`src/rtl/cap_uart_uploader.sv`:
```
// cap_uart_uploader: drains the capture FIFO and sends each 48-bit word
// {i1,q1,i2,q2} as six 8N1 UART bytes on txd, most significant byte first.
// Optional feature: define CAP_UART_SYNC_HDR_EN to put a 0xA5 sync frame in
// front of every word, so the host can find word boundaries again.
module cap_uart_uploader #(
  parameter int ClkFrequency = 100000000,
  parameter int Baud         = 115200,
  parameter int DW           = 48
) (
  input  logic          clk,
  input  logic          rst,
  input  logic [DW-1:0] fifo_in,
  input  logic          fifo_emp,
  output logic          rd_fifo,
  output logic          txd,
  output logic          busy,
  output logic [15:0]   word_cnt
);

  localparam int DIV = ClkFrequency / Baud;
  localparam int CW  = (DIV > 2) ? $clog2(DIV) : 1;
  localparam logic [CW-1:0] BAUD_LAST = CW'(DIV - 1);
  localparam logic [2:0]    LAST_BYTE = 3'd5;
  localparam logic [3:0]    LAST_DATA = 4'd7;

`ifdef CAP_UART_SYNC_HDR_EN
  // Sync frame, bit 0 goes out first: start(0), 0xA5 LSB first, stop(1).
  localparam logic [9:0] HDR_FRAME    = {1'b1, 8'hA5, 1'b0};
  localparam logic [3:0] HDR_LAST_BIT = 4'd9;

  typedef enum logic [2:0] {
    S_IDLE, S_POP, S_LATCH, S_HDR, S_START, S_DATA, S_STOP
  } state_t;
`else
  typedef enum logic [2:0] {
    S_IDLE, S_POP, S_LATCH, S_START, S_DATA, S_STOP
  } state_t;
`endif

  state_t        r_state, w_state_nxt;
  logic [CW-1:0] r_baud, w_baud_nxt;
  logic [3:0]    r_bit, w_bit_nxt;
  logic [2:0]    r_byte, w_byte_nxt;
  logic [DW-1:0] r_hold;
  logic          r_txd, w_txd_nxt;
  logic [15:0]   r_word_cnt, w_word_cnt_nxt;
  logic [7:0]    w_tx_byte;
  logic          w_bit_end;

  assign w_bit_end = (r_baud == BAUD_LAST);

  // Next-state decode: sequencing of pop, latch, frames and bit timing.
  always_comb begin
    w_state_nxt    = r_state;
    w_baud_nxt     = w_bit_end ? '0 : r_baud + 1'b1;
    w_bit_nxt      = r_bit;
    w_byte_nxt     = r_byte;
    w_word_cnt_nxt = r_word_cnt;
    case (r_state)
      S_IDLE: begin
        w_baud_nxt = '0;
        if (!fifo_emp) w_state_nxt = S_POP;
      end
      S_POP: begin
        w_baud_nxt  = '0;
        w_state_nxt = S_LATCH;
      end
      S_LATCH: begin
        w_baud_nxt = '0;
        w_bit_nxt  = '0;
        w_byte_nxt = '0;
`ifdef CAP_UART_SYNC_HDR_EN
        w_state_nxt = S_HDR;
`else
        w_state_nxt = S_START;
`endif
      end
`ifdef CAP_UART_SYNC_HDR_EN
      S_HDR: begin
        if (w_bit_end) begin
          if (r_bit == HDR_LAST_BIT) begin
            w_state_nxt = S_START;
            w_bit_nxt   = '0;
          end else begin
            w_bit_nxt = r_bit + 4'd1;
          end
        end
      end
`endif
      S_START: begin
        if (w_bit_end) begin
          w_state_nxt = S_DATA;
          w_bit_nxt   = '0;
        end
      end
      S_DATA: begin
        if (w_bit_end) begin
          if (r_bit == LAST_DATA) w_state_nxt = S_STOP;
          else                    w_bit_nxt   = r_bit + 4'd1;
        end
      end
      S_STOP: begin
        if (w_bit_end) begin
          if (r_byte == LAST_BYTE) begin
            w_state_nxt    = S_IDLE;
            w_word_cnt_nxt = r_word_cnt + 16'd1;
          end else begin
            w_state_nxt = S_START;
            w_byte_nxt  = r_byte + 3'd1;
          end
        end
      end
      default: w_state_nxt = S_IDLE;
    endcase
  end

  // Byte to serialise, chosen by the upcoming byte index (MSB byte first).
  always_comb begin
    case (w_byte_nxt)
      3'd0:    w_tx_byte = r_hold[47:40];
      3'd1:    w_tx_byte = r_hold[39:32];
      3'd2:    w_tx_byte = r_hold[31:24];
      3'd3:    w_tx_byte = r_hold[23:16];
      3'd4:    w_tx_byte = r_hold[15:8];
      default: w_tx_byte = r_hold[7:0];
    endcase
  end

  // Line level for the next cycle, so txd comes straight from a flop.
  always_comb begin
    w_txd_nxt = 1'b1;
    case (w_state_nxt)
`ifdef CAP_UART_SYNC_HDR_EN
      S_HDR:   w_txd_nxt = HDR_FRAME[w_bit_nxt];
`endif
      S_START: w_txd_nxt = 1'b0;
      S_DATA:  w_txd_nxt = w_tx_byte[w_bit_nxt[2:0]];
      default: w_txd_nxt = 1'b1;
    endcase
  end

  // Control and line state; reset drops any word in flight immediately.
  always_ff @(posedge clk or negedge rst) begin
    if (!rst) begin
      r_state    <= S_IDLE;
      r_baud     <= '0;
      r_bit      <= '0;
      r_byte     <= '0;
      r_txd      <= 1'b1;
      r_word_cnt <= '0;
    end else begin
      r_state    <= w_state_nxt;
      r_baud     <= w_baud_nxt;
      r_bit      <= w_bit_nxt;
      r_byte     <= w_byte_nxt;
      r_txd      <= w_txd_nxt;
      r_word_cnt <= w_word_cnt_nxt;
    end
  end

  // Holding register: FIFO data is valid the cycle after the pop strobe.
  always_ff @(posedge clk) begin
    if (r_state == S_LATCH) r_hold <= fifo_in;
  end

  assign rd_fifo  = (r_state == S_POP);
  assign busy     = (r_state != S_IDLE);
  assign txd      = r_txd;
  assign word_cnt = r_word_cnt;

endmodule
```
`config.mk`:
```
export PLATFORM = sky130hd
export DESIGN_NAME = cap_uart_uploader
export DESIGN_NICKNAME = d
export VERILOG_FILES = /design/src/rtl/cap_uart_uploader.sv
export SDC_FILE = /design/constraint.sdc
export NUM_CORES = 1
export LEC_CHECK = 0
export ABC_AREA = 1
export BUFFER_PORTS_ARGS = -buffer_cell sky130_fd_sc_hd__buf_2
export CAP_MARGIN = 5
export CORE_AREA = 4 4 107 109
export DETAILED_ROUTE_END_ITERATION = 8
export DIE_AREA = 0 0 111 113
export GPL_ROUTABILITY_DRIVEN = 0
export GPL_TIMING_DRIVEN = 0
export PLACE_DENSITY = 0.57
export RECOVER_POWER = 25
export SLEW_MARGIN = 40
export SYNTH_ARGS = -nofsm -noshare
export SYNTH_HDL_FRONTEND = slang
export SYNTH_SLANG_ARGS = --single-unit
```
`constraint.sdc`:
```
create_clock -name clk -period 3.3 [get_ports clk]
set_input_delay 0.33 -clock clk [delete_from_list [all_inputs] [get_ports clk]]
set_output_delay 0.33 -clock clk [all_outputs]
set_load 0.005 [all_outputs]
```
After elaboration in Yosys (flattened, before gate mapping)
Cells that the tools add are included.
Widths: inputs -> output; s select.
{ "word_totals": {"regBits": 85, "input_bits": 51, "out_inout_bits": 19, "elab_cells": 57} }
{ "op_classes": {"n_addsub": 4, "magnitude_cmp": 1, "n_eq_ne": 17, "n_mux": 20, "reduce_logical": 7} }
{ "op_table": {"columns": ["op", "n"], "rows": [
  ["$pmux 8 s5", 1],
  ["$mux 3", 7],
  ["$mux 10", 2],
  ["$pmux 3 s6", 1],
  ["$add 16x1->16 const B", 1],
  ["$eq 3x2->1 const B", 5],
  ["$eq 3x3->1 const B", 5],
  ["$mux 4", 3],
  ["$pmux 4 s3", 1],
  ["$add 10x1->10 const B", 1],
  ["$eq 10x10->1 const B", 1],
  ["$eq 3x1->1 const B", 2],
  ["$logic_not 3->1", 2],
  ["$ne 2x2->1 const B", 3],
  ["$pmux 3 s2", 1],
  ["$reduce_bool 3->1", 2],
  ["$add 4x1->4 const B", 1],
  ["$eq 4x3->1 const B", 1],
  ["$lt 3x4->1 const B", 1],
  ["$reduce_and 4->1", 1],
  ["$add 3x1->3 const B", 1],
  ["$bmux 1 s3", 1],
  ["$reduce_and 3->1", 1],
  ["$reduce_or 3->1", 1],
  ["other kinds (3)", 3]
]} }

Depth between registers and ports, before layout
{ "depth": {"word_depth": 9, "ltp_mapped": 20, "ltp_nobuf": 20} }

Least setup slack after synthesis
No wires, ideal clock.
{ "synth_path": {"kind": "flip-flop to flip-flop", "from": "register r_state[2]", "to": "register r_txd (netlist: txd)", "setup_time_ps": 79, "t_arrival_ps": 2281, "path_slack_ps": 940, "stages_incl_launch_ff": 18, "n_path_buf": 1, "period_less_slack_ps": 2360, "path_cell_list": "dfrtp_1 > inv_1 > nand3_2 > inv_2 > nor2_2 > nand2_2 > nand2_4 > nor2_4 > buf_6 > nand2_1 > nand2_1 > nand3_1 > o21bai_1 > nand3_1 > nand3_1 > nand2_1 > nand2_1 > nand2_1"} }
{ "synth_between": {"elab_chain_len": 7, "elab_cells_between_ends": 25, "cone_classes": "11 x eq/ne; 12 x mux; 2 x reduce/logical"} }
{ "synth_lines": {"columns": ["item", "line", "rtl"], "rows": [
  ["from (decl)", "40", "state_t r_state, w_state_nxt;"],
  ["from (signal assigned)", "152", "r_state <= w_state_nxt;"],
  ["$eq 3x3->1 / $eq 3x2->1 (equally long branches)", "59", "case (r_state)"],
  ["$pmux 3 s2", "59", null],
  ["$eq 3x3->1 (tied with other cells)", "119", "case (w_byte_nxt)"],
  ["$pmux 8 s5", "119", null],
  ["$bmux 1 s3", "137", "S_DATA: w_txd_nxt = w_tx_byte[w_bit_nxt[2:0]];"],
  ["$mux 1 (implied by the code)", "137", null],
  ["$pmux 1 s2 *", "132", "case (w_state_nxt)"],
  ["via w_txd_nxt", "45", "logic r_txd, w_txd_nxt;"],
  ["to (signal assigned)", "156", "r_txd <= w_txd_nxt;"],
  ["to (decl)", "45", null]
]} }
Mark *: on every way through the listed nets, which the timed path passes. The rest lies on a longest branch. The select of a mux whose other input is x is not followed.
A chain may end at the register's enable or synchronous reset.

Worst setup path in the final report
Ends and elaborated chain as after synthesis.

==> results.yml <==
global_routing:
  grt_max_degree: 52
  grt_pass1_wl_mm: 14.0
  antenna_found_initial: 0
  gr-total-overflow: 0
  grt_pass1_vias: 3015
  grt_usage_pct: 13.7
routing:
  num_vias: 2964
  drt-vias-per-instance: 4.73
  drc: 0
  wl_per_cell_um: 13.1
  postRouteAntennaNets: 0
  first_iter_violations: 121
  first_pass_iters: 4
  routed_wl_mm: 8.21
worst_hold_path:
  min_path_type: "input port to flip-flop"
  hp-start: "fifo_in[16]"
  hold_end: "r_hold[16]"
  whs_path_depth: 1
setup_path:
  r2r_cells: 17
  endpoint_kind: "flip-flop"
  r2r-end: "txd"
  worst-path-buf-inv: 3
  worstReg2RegStart: "r_state[2]"
  critPathLaunchType: "flip-flop"
  critPathTopFamily: "simple AND/OR/NAND/NOR gates"
  arrival_ns: 2.94
  cpMostUsedCell: "nand2_1"
  worstPathCellList: "inv_1 -> nand3_2 -> inv_4 -> nor2_2 -> nand2_2 -> nand2_4 -> nor2_4 -> buf_6 -> nand2_1 -> nand2_1 -> nand3_1 -> o21ai_1 -> nand3_1 -> nand3_1 -> nand2_1 -> nand2_1 -> nand2_1"
  slowest_stage: "inv_4"
  slowest_delay_ns: 0.49
  cp_max_fo: 51
  critical_path_class: "flip-flop to flip-flop"
  worstPathRequired_ns: 3.58
  reg2reg_slack_ns: 0.64
logic_synthesis:
  syn_area_sq_um: 4130
  ys_seq_area_share_pct: 57.4
  synth.top_cell.area_share_pct: 34.9
  synthMostInstantiatedCell: "nand2_1"
  synth_cell_type_count: 37
  synth.avg_cell_area_sq_um: 10.3
  synth-edff-count: 48
  synth_ff_type: "edfxtp_1"
  syn_nets: 456
  synth_top_cells_by_count: "nand2_1 (73), edfxtp_1 (48), inv_1 (43)"
  netlist_top_cells_area: "edfxtp_1 (35%), dfrtp_1 (22%), nand2_1 (6.6%), inv_1 (3.9%), nand4_1 (3.6%)"
  ys_seq_elements: 85
  async_flop_share_pct: 43.5
  synth_area_leader_cell: "edfxtp_1"
  synth_cells: 400
  yosysWarnings: 0
pwr:
  swShare_pct: 19.9
  p_per_area_nw_per_um2: 421
  intPower_mw: 1.66
  p_leak_nw: 2.27
  power.total_mw: 2.07
  peakVddDrop_v: 0.000274
  p_clk_share_pct: 43.9
  p_seq_share_pct: 54.3
  power_frac_comb_pct: 1.9
  power_switching_uw: 411
timing:
  rsz0062_at_grt: "false"
  finalSetupViolCount: 0
  hold_viol: 0
  min_period_ns: 2.66
  skew_ns: 0.0167
  report.final.slew_viol_count: 0
  fin_tns_setup_ns: 0
  tightestPinTransition_ns: 0.629
  finalCritPeriodShare_pct: 80.7
  fmax_mhz: 376
  slew_headroom_pct: 58.0
final_layout:
  num_antenna_cells: 0
  stdcell_count: 626
  layout-drive-gt1-share_pct: 28.4
  syn_to_final_growth_pct: 19.0
  nNetsFinal: 537
cts:
  cts_root_buf: "clkbuf_8"
  cts_resized: 0
  clockBufferDepth: 2
  clock-sinks: 85
  cts.htree.levels: 3
  clkLatencyLatePin_ns: 0.35
  cts_inserted_buffers: 9
  clk_pin_slew_worst_paths_ns: 0.09
  cts_tree: "done"
placed_design:
  port_buffers: 69
  dp_cells: 609
  dpl.hpwl_mm: 5.95
die:
  initial_core_util_pct: 38.9
  die_y_um: 113
  core-area_sq_um: 10600
  die-area_sq_um: 12500
  fp.dieW_um: 111
  rows: 38
  pin_count: 70
flow_run:
  cap_viol_max_count: 0
outcome:
  status: "complete, no violations"
[state kept, by name, summed over array words and instances (netlist names)]
name      count
r_hold       48
word_cnt     16
r_baud       10
r_bit         4
r_byte        3
r_state       3
txd           1
[metrics by stage]
stage	hold slack [ns]	area, sq um	setup slack (ns)	util [%]
final	0.143	4910	0.638	46.3
after global routing	0.109	4910	0.446	46.3
after CTS	0.121	4910	0.639	46.3
after detailed placement	0.330	4650	0.656	43.9
after global placement	0.451	4650	0.399	43.8
after floorplan	0.0344	4130	0.940	-
[layout by cell type (no fill, tap or decap), drive strengths merged, types with 2 or more instances in the layout]
| cell | count |
|---|---|
| a21oi | 7 |
| and3 | 2 |
| buf | 73 |
| bufinv | 3 |
| clkbuf | 11 |
| dfrtp | 36 |
| edfxtp | 48 |
| ha | 5 |
| inv | 56 |
| nand2 | 84 |
| nand3 | 38 |
| nand4 | 24 |
| nor2 | 33 |
| nor3 | 9 |
| nor3b | 2 |
| o21a | 2 |
| o21ai | 26 |
| o21bai | 3 |
| xnor2 | 4 |
| xor2 | 13 |
[how the worst max path moves through the flow]
stage          startpoint  endpoint  slack [ns]  cells after the start
6_report       r_state[2]       txd        0.64                     17
3_3_place_gp   r_state[2]       txd        0.40                     17
3_5_place_dp   r_state[2]       txd        0.66                     17
4_1_cts        r_state[2]       txd        0.64                     17
2_1_floorplan  r_state[2]       txd        0.94                     17
5_1_grt        r_state[2]       txd        0.45                     17
[timing repair]
item	4_1_cts	5_1_grt
buffers inserted	0	0
hold endpoints to repair	36	0
hold buffers	1	0
[power by group through the flow]
stage,combinational (mW),clock (mW),sequential (mW)
final,0.0387,0.907,1.12
after global routing,0.0446,0.987,1.12
after CTS,0.0404,0.937,1.12
after detailed placement,0.0395,0,1.15
after global placement,0.0380,0,1.15
after floorplan,0.00000102,0,1.15
[kinds of logic (layout without fill, tap and decap cells)]
group                      Yosys count  count (layout)  synth area share (%)
adders and majority gates            5               5                  1.52
AOI/OAI and AO/OA                   41              41                  5.67
xor gates and xnor gates            17              17                  3.61
and+or+nand+nor                    193             193                  25.5
buffers and inverters               59             145                  6.33
DFF                                 85              85                  57.4
[worst register-to-register path, stage by stage (launching register included)]
cell	delay (ns)
dfrtp_1	0.45
inv_1	0.12
nand3_2	0.14
inv_4	0.49
nor2_2	0.10
nand2_2	0.10
nand2_4	0.10
nor2_4	0.16
buf_6	0.15
nand2_1	0.06
nand2_1	0.05
nand3_1	0.10
o21ai_1	0.19
nand3_1	0.11
nand3_1	0.09
nand2_1	0.08
nand2_1	0.07
nand2_1	0.04
[metal layers]
metal  global-route usage [%]  share of wire (%)  vias to the layer above
met5                        0                  0                        -
met4                     4.27                2.1                        0
met3                     4.06                5.7                       15
met2                     21.9                 45                       74
met1                     18.0                 47                     1352
li1                         -                  -                     1523
[layout make-up]
| cell class | instances | area (sq um) |
|---|---|---|
| fillers | 1025 | 5690 |
| flip-flops and latches | 85 | 2370 |
| multi-input cells | 256 | 1500 |
| repair buffers | 70 | 355 |
| inverters | 53 | 206 |
| well taps | 140 | 175 |
| clock inverters | 7 | 126 |
| clock buffers | 9 | 124 |
| plain buffers | 6 | 57.6 |
Power figures use the tool's default switching activity.
